## src/rtl/ethpipe_tx_pkg.sv

```systemverilog
// Shared TX slot definitions: slot header layout, pointer width, scheduler
// state encoding and the frame footprint helper used by scheduler and sender.
package ethpipe_tx_pkg;

  localparam int unsigned SLOT_HDR_WORDS = 7;
  localparam int unsigned SLOT_TS_OFS    = 1;
  localparam int unsigned SLOT_HASH_OFS  = 5;
  localparam int unsigned SLOT_PTR_W     = 14;
  localparam int unsigned SLOT_WORD_W    = 16;
  localparam int unsigned TS_W           = 64;

  typedef enum logic [2:0] {
    S_IDLE,
    S_FETCH,
    S_CHECK,
    S_WAIT,
    S_RELEASE,
    S_HALT
  } sched_state_t;

  // Words occupied by a frame in the slot: header plus payload rounded down
  // to whole words (odd trailing byte shares the last header-aligned word).
  function automatic logic [SLOT_PTR_W-1:0] slot_footprint(input logic [SLOT_WORD_W-1:0] len);
    return SLOT_PTR_W'(SLOT_HDR_WORDS) + SLOT_PTR_W'(len[SLOT_PTR_W-1:1]);
  endfunction

endpackage

```

## src/rtl/tx_release_sched_fetch.sv

```systemverilog
// slot_hdr_fetch: reads frame length and 64-bit timestamp (words 0..4 from
// the frame head) through the scheduler RAM port and holds them.
// Ports:
//   gmii_tx_clk, sys_rst : clock, synchronous active-high reset
//   start                : one-cycle pulse, begin fetching at base
//   base                 : frame head address
//   rd_q                 : RAM data, one cycle after rd_addr
//   rd_addr              : RAM read address
//   last_c               : high in the cycle the final header word is captured
//   hdr_valid            : len_r/ts_r hold a complete header
//   len_r, ts_r          : captured frame length and launch timestamp
module slot_hdr_fetch
  import ethpipe_tx_pkg::*;
(
  input  logic                   gmii_tx_clk,
  input  logic                   sys_rst,
  input  logic                   start,
  input  logic [SLOT_PTR_W-1:0]  base,
  input  logic [SLOT_WORD_W-1:0] rd_q,
  output logic [SLOT_PTR_W-1:0]  rd_addr,
  output logic                   last_c,
  output logic                   hdr_valid,
  output logic [SLOT_WORD_W-1:0] len_r,
  output logic [TS_W-1:0]        ts_r
);

  // phase p (1..6): address base+p-1 is on the port while p <= 5 and the
  // word for address base+p-2 is on rd_q.
  localparam int unsigned      PH_W         = 3;
  localparam logic [PH_W-1:0]  PH_LEN       = PH_W'(2);
  localparam logic [PH_W-1:0]  PH_TS0       = PH_W'(SLOT_TS_OFS + 2);
  localparam logic [PH_W-1:0]  PH_ADDR_LAST = PH_W'(SLOT_HASH_OFS - 1);
  localparam logic [PH_W-1:0]  PH_LAST      = PH_W'(SLOT_HASH_OFS + 1);

  logic [PH_W-1:0] phase;

  assign last_c = (phase == PH_LAST);

  // Address sequencer and capture registers
  always_ff @(posedge gmii_tx_clk) begin
    if (sys_rst) begin
      phase     <= '0;
      rd_addr   <= '0;
      hdr_valid <= 1'b0;
      len_r     <= '0;
      ts_r      <= '0;
    end else if (start) begin
      phase     <= PH_W'(1);
      rd_addr   <= base;
      hdr_valid <= 1'b0;
    end else if (phase != '0) begin
      if (phase <= PH_ADDR_LAST) rd_addr <= rd_addr + SLOT_PTR_W'(1);
      if (phase == PH_LEN) len_r <= rd_q;
      // Timestamp arrives MSW first, so shift each word in from the bottom
      if (phase >= PH_TS0) ts_r <= {ts_r[TS_W-SLOT_WORD_W-1:0], rd_q};
      if (last_c) hdr_valid <= 1'b1;
      phase <= last_c ? '0 : phase + PH_W'(1);
    end
  end

endmodule

```

## src/rtl/tx_release_sched.sv

```systemverilog
// tx_release_sched: walks complete frames in the TX slot, holds each until
// global_counter + TX_LEAD reaches its timestamp, then publishes it to the
// GMII sender by advancing mem_wr_ptr.
// Ports:
//   gmii_tx_clk, sys_rst      : clock, synchronous active-high reset
//   global_counter            : free-running time base
//   sched_en                  : release enable
//   host_wr_ptr               : end of complete frames written by the host
//   sched_rd_addr, sched_rd_q : scheduler read port of the slot RAM
//   mem_wr_ptr, mem_rd_ptr    : released boundary / sender read pointer
//   tx_busy                   : sender has unsent released data
//   release_cnt, late_cnt     : released / released-late frame counters
//   sched_err                 : sticky malformed-frame flag
module tx_release_sched
  import ethpipe_tx_pkg::*;
#(
  parameter int unsigned MAX_FRAME_LEN = 1522,
  parameter int unsigned TX_LEAD       = 16
) (
  input  logic                   gmii_tx_clk,
  input  logic                   sys_rst,
  input  logic [TS_W-1:0]        global_counter,
  input  logic                   sched_en,
  input  logic [SLOT_PTR_W-1:0]  host_wr_ptr,
  output logic [SLOT_PTR_W-1:0]  sched_rd_addr,
  input  logic [SLOT_WORD_W-1:0] sched_rd_q,
  output logic [SLOT_PTR_W-1:0]  mem_wr_ptr,
  input  logic [SLOT_PTR_W-1:0]  mem_rd_ptr,
  output logic                   tx_busy,
  output logic [31:0]            release_cnt,
  output logic [31:0]            late_cnt,
  output logic                   sched_err
);

  localparam logic [SLOT_WORD_W-1:0] MAX_LEN = SLOT_WORD_W'(MAX_FRAME_LEN);
  localparam logic [TS_W-1:0]        LEAD    = TS_W'(TX_LEAD);

  sched_state_t state, state_nxt;

  logic [SLOT_PTR_W-1:0]  head;
  logic [SLOT_PTR_W-1:0]  foot_c;
  logic [SLOT_PTR_W-1:0]  avail_c;
  logic [SLOT_WORD_W-1:0] len_r;
  logic [TS_W-1:0]        ts_r;
  logic                   hdr_valid;
  logic                   last_c;
  logic                   len_bad_c;
  logic                   due_c;
  logic                   start_c;
  logic                   release_c;
  logic                   late_c;
  logic                   err_c;

  slot_hdr_fetch u_fetch (
    .gmii_tx_clk (gmii_tx_clk),
    .sys_rst     (sys_rst),
    .start       (start_c),
    .base        (head),
    .rd_q        (sched_rd_q),
    .rd_addr     (sched_rd_addr),
    .last_c      (last_c),
    .hdr_valid   (hdr_valid),
    .len_r       (len_r),
    .ts_r        (ts_r)
  );

  assign foot_c    = slot_footprint(len_r);
  assign avail_c   = host_wr_ptr - head;
  assign len_bad_c = (len_r == '0) || (len_r > MAX_LEN);
  // 64-bit wrapping sum; ts 0 means "send as soon as possible"
  assign due_c     = sched_en && ((ts_r == '0) || (global_counter + LEAD >= ts_r));
  assign tx_busy   = (mem_rd_ptr != mem_wr_ptr);

  // State register
  always_ff @(posedge gmii_tx_clk) begin
    if (sys_rst) state <= S_IDLE;
    else         state <= state_nxt;
  end

  // Next state and datapath strobes
  always_comb begin
    state_nxt = state;
    start_c   = 1'b0;
    release_c = 1'b0;
    late_c    = 1'b0;
    err_c     = 1'b0;
    case (state)
      S_IDLE: begin
        if (head != host_wr_ptr) begin
          start_c   = 1'b1;
          state_nxt = S_FETCH;
        end
      end
      S_FETCH: begin
        if (last_c) state_nxt = S_CHECK;
      end
      S_CHECK: begin
        // Host may still be streaming the frame body; wait for all of it
        if (hdr_valid) begin
          if (len_bad_c) begin
            err_c     = 1'b1;
            state_nxt = S_HALT;
          end else if (avail_c >= foot_c) begin
            state_nxt = S_WAIT;
          end
        end
      end
      S_WAIT: begin
        if (due_c) begin
          late_c    = (ts_r != '0) && (global_counter > ts_r);
          state_nxt = S_RELEASE;
        end
      end
      S_RELEASE: begin
        release_c = 1'b1;
        state_nxt = S_IDLE;
      end
      S_HALT: begin
        state_nxt = S_HALT;
      end
      default: begin
        state_nxt = S_IDLE;
      end
    endcase
  end

  // Frame walk pointer, released boundary, counters and error flag
  always_ff @(posedge gmii_tx_clk) begin
    if (sys_rst) begin
      head        <= '0;
      mem_wr_ptr  <= '0;
      release_cnt <= '0;
      late_cnt    <= '0;
      sched_err   <= 1'b0;
    end else begin
      if (release_c) begin
        head        <= head + foot_c;
        mem_wr_ptr  <= head + foot_c;
        release_cnt <= release_cnt + 32'd1;
      end
      if (late_c) late_cnt <= late_cnt + 32'd1;
      if (err_c)  sched_err <= 1'b1;
    end
  end

endmodule

```

## config.mk

```make
export PLATFORM = sky130hd
export DESIGN_NAME = tx_release_sched
export DESIGN_NICKNAME = d
export VERILOG_FILES = /design/src/rtl/ethpipe_tx_pkg.sv /design/src/rtl/tx_release_sched_fetch.sv /design/src/rtl/tx_release_sched.sv
export SDC_FILE = /design/constraint.sdc
export NUM_CORES = 1
export LEC_CHECK = 0
export BUFFER_PORTS_ARGS = -buffer_cell sky130_fd_sc_hd__buf_2
export CAP_MARGIN = 20
export CORE_ASPECT_RATIO = 1.2
export CORE_UTILIZATION = 31
export CTS_CLUSTER_SIZE = 16
export DETAILED_ROUTE_END_ITERATION = 8
export PLACE_DENSITY = 0.52
export REMOVE_ABC_BUFFERS = 1
export SYNTH_ARGS = -nofsm -noshare
export SYNTH_HDL_FRONTEND = slang
export SYNTH_HIERARCHICAL = 1
export SYNTH_SLANG_ARGS = --single-unit
export TNS_END_PERCENT = 20
```

## constraint.sdc

```tcl
create_clock -name gmii_tx_clk -period 5.52 [get_ports gmii_tx_clk]
set_input_delay 0.276 -clock gmii_tx_clk [delete_from_list [all_inputs] [get_ports gmii_tx_clk]]
set_output_delay 0.276 -clock gmii_tx_clk [all_outputs]
set_load 0.005 [all_outputs]
```

==> metrics.txt <==
result of the run finished clean; Tot GR Track Use a little under a fifth; Boundary Pins 205; clock tree from TritonCTS done; count of buffers added by post-CTS timing repair for setup 0; crit path capture type register; crit-path max cell delay a little over 0.6 ns; layout overhead on the synthesized area 15.6%; count of endpoints failing setup in the final report 0; Max IR drop VDD around 0.13 mV; Max Slew Vio Count 0; Hold Buf Count CTS 0; ratio of cells with drive above 1 in the final layout approximately 16%; fraction of synthesis flops using an asynchronous set or reset pin 0%; sequential cell fraction of total power roughly 45%; die outline area roughly 45000 um2; CTS H-tree depth 4; most frequent cell after synthesis nor2_1; HPWL after DPL around 33 mm; router iterations before antenna repair 6; Post-synth EDFFs 0; total overflow reported by the global router 0; Netlist Area Pre-Place between 10000 and 15000 um2; Max Clock Freq between 0.2 and 0.25 GHz; initial standard-cell utilization of the core roughly a third; most used standard cells in the synthesized netlist nor2_1, dfxtp_1, ha_1, nand2_1, inv_1; PostCTS Resize Cnt 0; die width between 150 and 200 um; critical path startpoint category input pin; number of vias in the routed layout between 10k and 15k; number of standard-cell rows in the floorplan 84; share of the yosys chip area belonging to registers between 20% and 30%; buffer type at the clock tree root clkbuf_16; number of nets at the end of the flow 2172; distinct cell type count after synthesis 76; warning count from the yosys run 6; reg2reg setup slack between 1 and 1.5 ns; clock input transition at the sequential cells of the worst setup and hold paths approximately 0.07 ns; largest net degree at the start of global routing just under 80; setup slack after placement between 0.2 and 0.25 ns; dominant cell type by area after synthesis dfxtp_1; Core Area ~44000 um2; global-route wire length before repair 66.0 mm; switch share between 20% and 30%; power density over the cells roughly 190 nW/um2; Max-Slew Margin vs Limit 33.7%; placer congestion estimate 0.919; detailed-route wire length approximately 42 mm; total clock sinks 180; standard cell with the maximum stage delay on the critical path or4b_4; fraction of post-synthesis cell area in the top cell type by area 26.1%; slew at the pin closest to its max-slew limit approximately 0.99 ns; path category of the worst min-delay check in -> reg; maximum buffer depth of the clock tree 2; initial detailed-routing violation count ~570; proportion of power drawn by combinational gates 14.1%; cell-by-cell trace of the critical path buf_2 > nand4_1 > or4b_4 > nor4_4 > nand3_1 > nor2_1 > nand4_1 > nand2b_1 > xnor2_1 > ha_1 > nand4_1 > nor3_1 > buf_4 > nand4_1 > nor3_1 > o21ai_0 > and3_1 > buf_4 > nor4_1 > mux2_2; initial antenna violation count 9; type of the worst setup path in -> reg; via density per instance just over 5; vias in the first global route ~12k; total net switching power around 840 uW; largest fanout of any net on the critical path 40; antenna violation net count after detailed routing 0; cell types with the largest area share after synthesis dfxtp_1, ha_1, nor2_1, mux2i_1, xnor2_1; part of the total power dissipated in the clock network slightly above 40%; setup repair after global routing missed its margin no; die outline height between 200 and 250 um; drt drc 0; Setup TNS 0 ns; number of port buffers roughly 200; arrival time worst endpoint 5.18 ns; synthesized area per cell 8.07 um2; flip-flop and latch count after synthesis 180; Leak about 0.0069 uW; period utilisation layout between 80% and 90%; ys flop type dfxtp_1; cell type with the highest occurrence count on the critical path nand4_1; skew final 0.0251 ns; clock latency on the worst-skew pair 0.44 ns; final worst path period need around 5 ns; Final Worst Setup Slack 0.656 ns; total count of hold-check failures in the final report 0; Max Cap Viol 0; Internal between 2000 and 2500 uW; Cells after Synth 1708; required time at the endpoint of the critical path around 6 ns; number of buffers added by the clock tree synthesis step 17; Routed WL per cell between 15 and 20 um
-- power groups by stage --
stage	sequential (uW)	clock, uW	combinational, uW
2_1_floorplan	1360	0	244
3_3_place_gp	1360	0	412
3_5_place_dp	1360	0	420
4_1_cts	1330	1260	423
5_1_grt	1330	1310	475
6_report	1330	1210	418
-- layout make-up --
cell class                 count  area, um2
fill                        4589      27900
multi-input combinational   1348       9450
sequential                   180       3600
timing repair buffer         221       1150
tap                          559        699
inverter                     121        454
clock buffer                  19        433
clock inverter                13        136
antenna                        5       12.5
-- placed cells by master (no fill, tap or decap), types with 6 or more instances in the layout --
cell type | synthesis | final
o21a_1 | 6 | 6
clkbuf_16 | 0 | 17
and4_1 | 18 | 18
mux2_2 | 25 | 25
or2_2 | 6 | 6
dfxtp_1 | 180 | 180
a21oi_1 | 116 | 116
and2_1 | 13 | 13
buf_4 | 7 | 17
inv_1 | 120 | 120
and3_1 | 27 | 27
mux2i_1 | 66 | 66
nand4_1 | 61 | 61
a31oi_1 | 7 | 7
xnor2_1 | 68 | 68
nor3_1 | 42 | 41
a211oi_1 | 12 | 12
o21ai_0 | 40 | 39
nand3_1 | 72 | 72
xor2_1 | 65 | 65
a21o_1 | 17 | 17
nand2b_1 | 12 | 12
nor2_1 | 188 | 188
buf_2 | 7 | 203
nor2b_1 | 32 | 32
nand2_1 | 141 | 141
or4_1 | 10 | 10
ha_1 | 170 | 170
or3_1 | 15 | 15
nor4_1 | 33 | 33
o31ai_1 | 7 | 7
-- sequential cells by signal (all words and copies together), names as in the netlist --
name               cells
state                  3
u_fetch/hdr_valid      1
u_fetch/phase          3
u_fetch/rd_addr       14
u_fetch/len_r         16
release_cnt           32
late_cnt              32
sched_err              1
u_fetch/ts_r          64
head                  14
-- path summary, 6_finish.rpt --
kind	from	cells past startpoint	endpoint
max	global_counter[12]	20	late_cnt[9]$_SDFFE_PP0P_
min	sched_rd_q[0]	3	u_fetch/len_r[0]$_SDFFE_PP0P_
max reg2reg	head[0]$_SDFFE_PP0N_	20	state[2]$_SDFFE_PP0P_
min reg2reg	u_fetch/len_r[15]$_SDFFE_PP0P_	2	u_fetch/len_r[15]$_SDFFE_PP0P_
-- per-stage QoR --
step	cells	hold WS [ns]	util (%)	instance area, um2	power (uW)
after floorplan	1649	0.345	-	13500	1600
after global placement	2429	0.448	35.1	15400	1770
after detailed placement	2429	0.454	35.1	15400	1780
after CTS	2461	0.0655	36.4	15900	3020
after global routing	2462	0.0761	36.4	15900	3120
final	2466	0.0949	36.4	15900	2960
-- cells by family (layout without fill, tap and decap cells) --
group	after synthesis	count (layout)	share of synthesized area (%)
compound gates	259	259	11.7
other cells	0	5	0
xor+xnor	133	133	8.45
buf+inv	180	374	5.47
simple gates	689	689	25.4
flops	180	180	26.1
mux	94	94	7.08
fa+ha+maj	173	173	15.8
-- critical path, delay by kind of cell --
family          cells  cell delay (ns)
buf+inv             3             0.55
simple gates       13             3.40
mux                 1             0.37
fa+ha+maj           1             0.28
xor+xnor            1             0.13
compound gates      1             0.13
-- layer usage --
metal,vias to the layer above,part of all wire [%],track usage (%)
li1,6445,-,-
met1,5992,44,22.4
met2,242,49,32.5
met3,66,3.4,2.65
met4,4,3.0,6.67
met5,-,0.064,0
Note: power is estimated with default switching activity, not from simulation.
